`src/rtl/ifu_fetch.sv`:
```
// Instruction fetch stage: owns the PC, keeps exactly one instruction-memory
// request in flight, and hands {pc, inst} to the IF/ID register over a
// valid/ready handshake. Redirects restart fetch at a new target and squash
// any wrong-path response that is still outstanding.
//
// state | meaning
// ------+---------------------------------------------------------------
// REQ   | request for pc presented to memory, waiting for req handshake
// WAIT  | request accepted, waiting for the single response beat
// OUT   | instruction held in o_pc/o_inst, offered downstream
module ifu_fetch #(
    parameter logic [31:0] RESET_ADDR = 32'h8000_0000,
    parameter int          ADDR_W     = 32,
    parameter int          DATA_W     = 32
) (
    input  logic              clk,
    input  logic              rst_n,
    input  logic              redirect_valid,
    input  logic [ADDR_W-1:0] redirect_pc,
    output logic              imem_req_valid,
    input  logic              imem_req_ready,
    output logic [ADDR_W-1:0] imem_req_addr,
    input  logic              imem_rsp_valid,
    input  logic [DATA_W-1:0] imem_rsp_data,
    output logic              o_valid,
    input  logic              o_ready,
    output logic [ADDR_W-1:0] o_pc,
    output logic [DATA_W-1:0] o_inst
);

    localparam logic [1:0] ST_REQ  = 2'd0;
    localparam logic [1:0] ST_WAIT = 2'd1;
    localparam logic [1:0] ST_OUT  = 2'd2;

    localparam logic [DATA_W-1:0] INST_NOP = DATA_W'(32'h0000_0013);

    logic [1:0]        state;
    logic [ADDR_W-1:0] pc;
    logic              kill;

    logic              req_fire;
    logic              out_fire;
    logic [ADDR_W-1:0] redirect_aligned;
    logic [ADDR_W-1:0] pc_next_seq;

    // Handshake qualifiers and address arithmetic. The request is masked by
    // rst_n so nothing is offered to memory while reset is held, even though
    // the state register already sits in REQ.
    always_comb begin
        imem_req_valid   = (state == ST_REQ) && rst_n;
        imem_req_addr    = pc;
        o_valid          = (state == ST_OUT) && !redirect_valid;
        req_fire         = imem_req_valid && imem_req_ready;
        out_fire         = o_valid && o_ready;
        redirect_aligned = {redirect_pc[ADDR_W-1:2], 2'b00};
        pc_next_seq      = pc + ADDR_W'(4);
    end

    // Fetch FSM, PC and output registers. A redirect overrides every other
    // transition; kill remembers that the one outstanding request is now on
    // the wrong path so its response can be dropped when it lands.
    always_ff @(posedge clk or negedge rst_n) begin
        if (!rst_n) begin
            state  <= ST_REQ;
            pc     <= ADDR_W'(RESET_ADDR);
            kill   <= 1'b0;
            o_pc   <= ADDR_W'(RESET_ADDR);
            o_inst <= INST_NOP;
        end else if (redirect_valid) begin
            pc <= redirect_aligned;
            case (state)
                ST_REQ: begin
                    if (req_fire) begin
                        state <= ST_WAIT;
                        kill  <= 1'b1;
                    end
                end
                ST_WAIT: begin
                    if (imem_rsp_valid) begin
                        state <= ST_REQ;
                        kill  <= 1'b0;
                    end else begin
                        kill  <= 1'b1;
                    end
                end
                default: begin
                    state <= ST_REQ;
                end
            endcase
        end else begin
            case (state)
                ST_REQ: begin
                    if (req_fire) begin
                        state <= ST_WAIT;
                    end
                end
                ST_WAIT: begin
                    if (imem_rsp_valid) begin
                        if (kill) begin
                            kill  <= 1'b0;
                            state <= ST_REQ;
                        end else begin
                            o_inst <= imem_rsp_data;
                            o_pc   <= pc;
                            pc     <= pc_next_seq;
                            state  <= ST_OUT;
                        end
                    end
                end
                ST_OUT: begin
                    if (out_fire) begin
                        state <= ST_REQ;
                    end
                end
                default: begin
                    state <= ST_REQ;
                end
            endcase
        end
    end

endmodule

```
`config.mk`:
```
export PLATFORM = sky130hd
export DESIGN_NAME = ifu_fetch
export DESIGN_NICKNAME = d
export VERILOG_FILES = /design/src/rtl/ifu_fetch.sv
export SDC_FILE = /design/constraint.sdc
export NUM_CORES = 1
export LEC_CHECK = 0
export BUFFER_PORTS_ARGS = -buffer_cell sky130_fd_sc_hd__buf_2
export CELL_PAD_IN_SITES_DETAIL_PLACEMENT = 0
export CELL_PAD_IN_SITES_GLOBAL_PLACEMENT = 2
export CORE_ASPECT_RATIO = 1.5
export CORE_UTILIZATION = 32
export DETAILED_ROUTE_END_ITERATION = 8
export MAX_ROUTING_LAYER = met4
export PLACE_DENSITY = 0.93
export SYNTH_ARGS = -nofsm -noshare
export SYNTH_HDL_FRONTEND = slang
export SYNTH_SLANG_ARGS = --single-unit
```
`constraint.sdc`:
```
create_clock -name clk -period 4.3 [get_ports clk]
set_input_delay 0 -clock clk [delete_from_list [all_inputs] [get_ports clk]]
set_output_delay 0 -clock clk [all_outputs]
set_load 0.005 [all_outputs]
```
==> metrics.yaml <==
grt:
  antenna_found_initial: 0
  grt_max_degree: 64
  grt_usage_pct: 17.8
  grt_pass1_wl_mm: 18.3
  grt_overflow_total: 0
  grt_pass1_vias: 3717
timing:
  fin_skew_ns: 0.00957
  slew_headroom_pct: 36.4
  rsz0062_at_grt: "no"
  finalSetupViolCount: 0
  finalMaxSlewViolations: 0
  setup_tns_ns: 0
  setup_ws_ns: 1.61
  hold_viol_final: 0
  fmax_mhz: 372
  period_minus_slack_ns: 2.69
  finalCritPeriodShare_pct: 62.5
  tightest_slew_ns: 0.948
routing:
  wirelength_mm: 11.6
  initialDrtViolationCount: 131
  drc: 0
  ant_nets: 0
  drt_pass1_iterations: 4
  wl_per_cell_um: 15.7
  vias: 3678
  avgViaCountPerCell: 4.97
floorplanning:
  coreArea_um2: 13000
  rows: 51
  die_y_um: 143
  dieArea_um2: 13800
  die_width_um: 96.1
  start_util_pct: 32.8
  io_pins: 168
worst_setup_path:
  crit_path_top_delay_cell: "or4_1"
  cp_max_fo: 20
  reg2reg_depth: 5
  cp_slowest_stage_delay_ns: 0.74
  critPathBufInv: 1
  cpLargestDelayFamily: "simple AND/OR/NAND/NOR gates"
  r2r_slack_ns: 1.61
  crit_path_end_kind: "flip-flop"
  crit_cells: 5
  critPathKind: "reg2reg"
  reg2reg_from: "state[1]$_DFFE_PN0P_"
  required_ns: 4.54
  cp.arrival_ns: 2.93
  r2r_end: "imem_req_addr[30]$_DFFE_PN0P_"
  path_cells: "nor4bb_1, buf_4, nand4_1, or4_1, a31oi_1"
  start_kind: "flip-flop"
clock_tree:
  htreeDepth: 3
  hold_buffers: 64
  cts_tree: "yes"
  cts_num_sinks: 95
  cts_buffer_depth: 2
  insertion_delay_ns: 0.34
  cts_setup_buffers: 0
  cts_root_buf: "clkbuf_16"
  path_clk_slew_ns: 0.07
  cts_resized: 0
  cts_buffers: 9
power:
  fin_total_pwr_uw: 3070
  powerDensity_nw_per_um2: 501
  leakage_uw: 0.00280
  ir_drop_mv: 0.252
place:
  routabilityCongestion: 0.725
  dp_slack_ns: 1.65
  io_buffers: 161
  dp_hpwl_mm: 8.03
yosys:
  syn_inst: 355
  ys.flop_type: "dfrtp_1"
  muxShareOfSynthArea_pct: 16.9
  synth-xor-area-share_pct: 1.85
  yosysSeqAreaShare_pct: 56.0
  ys_top_cells_by_area: "dfrtp_1 53%, mux2_2 17%, or4_1 3.7%, dfstp_2 3.1%, o31ai_1 2.3%"
  avgSynthCellArea_um2: 12.0
  synthSimpleGateAreaFrac_pct: 14.7
  synth_commonest_cells: "90 x dfrtp_1, 63 x mux2_2, 25 x nand2_1"
  synth_top_family_by_area: "multiplexers"
  synth_seq_cells: 95
  yosysUniqueCellTypes: 36
  synth.most_common_cell: "dfrtp_1"
  synth-edff-count: 0
  synth_compound_area_share_pct: 7.26
  async_flop_share_pct: 100
  synth_area_leader_cell: "dfrtp_1"
  synth_top_area_share_pct: 52.9
  syn_area_um2: 4250
  yosysWarningCount: 0
  synth_fa_ha_area_share_pct: 0.294
min_path:
  hp-class: "in2reg"
  whs_path_depth: 3
  hold_end: "state[0]$_DFFE_PN0P_"
  hp-start: "imem_rsp_valid"
job:
  drv_cap: 0
status:
  outcome: "finished clean"
cells_and_area:
  layout-drive-gt1-share_pct: 43.4
  syn_to_final_growth_pct: 44.2
  antenna_cells: 0
  nNetsFinal: 647
[layout make-up]
cell class	count	area, um^2
fill	1217	6820
sequential	95	2380
multi-input combinational	235	1770
timing repair buffer	228	1470
clock buffer	9	225
tap	159	199
clock inverter	7	62.6
inverter	7	26.3
[cells by family after synthesis]
group / after synthesis
and+or+nand+nor: 109
DFF: 95
muxes: 64
AOI/OAI and AO/OA: 48
buffers and inverters: 28
xor gates and xnor gates: 9
adders and majority gates: 1
other: 1
[report_power, final]
part	switching, uW	total, uW	leakage, uW	internal [uW]
combinational	345	868	0.00152	523
clock	370	776	0.000144	406
sequential	196	1430	0.00114	1230
total	911	3070	0.00280	2160
[stage by stage]
stage | instances | util [%] | hold slack (ns) | instance area (um^2)
after floorplan | 358 | - | -0.296 | 4270
after global placement | 660 | 40.2 | 0.0693 | 5200
after detailed placement | 660 | 40.2 | 0.0844 | 5200
after CTS | 740 | 47.3 | 0.00972 | 6130
after global routing | 740 | 47.3 | 0.0252 | 6130
final | 740 | 47.3 | 0.0182 | 6130
[registers in the layout, indices dropped and copies added, names as in the netlist]
name	count
state	2
o_pc	30
o_inst	32
imem_req_addr	30
kill	1
[worst max-delay path by stage]
stage	start	end	slack, ns
after detailed placement	state[1]$_DFFE_PN0P_	imem_req_addr[30]$_DFFE_PN0P_	1.65
after global routing	state[0]$_DFFE_PN0P_	imem_req_addr[30]$_DFFE_PN0P_	1.40
after CTS	state[1]$_DFFE_PN0P_	imem_req_addr[30]$_DFFE_PN0P_	1.58
final	state[1]$_DFFE_PN0P_	imem_req_addr[30]$_DFFE_PN0P_	1.61
after floorplan	state[1]$_DFFE_PN0P_	imem_req_addr[31]$_DFFE_PN1P_	2.40
after global placement	state[1]$_DFFE_PN0P_	imem_req_addr[30]$_DFFE_PN0P_	1.81
[tightest hold or removal path, cell delays in order]
cell and delay [ns]:
buf_2 0.13, mux2_2 0.15, nor2_1 0.04
[placed cells by master (no fill, tap or decap), drive strengths merged, types with 5 or more instances in the layout]
| cell | netlist | layout |
|---|---|---|
| dfstp | 5 | 5 |
| nor2 | 17 | 17 |
| dlygate4sd3 | 0 | 64 |
| mux2 | 63 | 63 |
| o31ai | 13 | 13 |
| nand4 | 7 | 7 |
| dfrtp | 90 | 90 |
| nand3 | 17 | 17 |
| nand2 | 25 | 25 |
| a31oi | 15 | 15 |
| xnor2 | 5 | 5 |
| buf | 6 | 164 |
| clkbuf | 15 | 9 |
| or4 | 23 | 23 |
| o21ai | 12 | 12 |
| inv | 6 | 10 |
| o211ai | 5 | 5 |
[metal layers]
metal | up-vias | global-route usage, % | part of all wire, %
met4 | 0 | 7.86 | 2.9
met2 | 99 | 30.9 | 55
met1 | 1806 | 19.9 | 39
li1 | 1748 | - | -
met5 | - | - | 0
met3 | 25 | 2.66 | 3.1
Power figures use the tool's default switching activity.
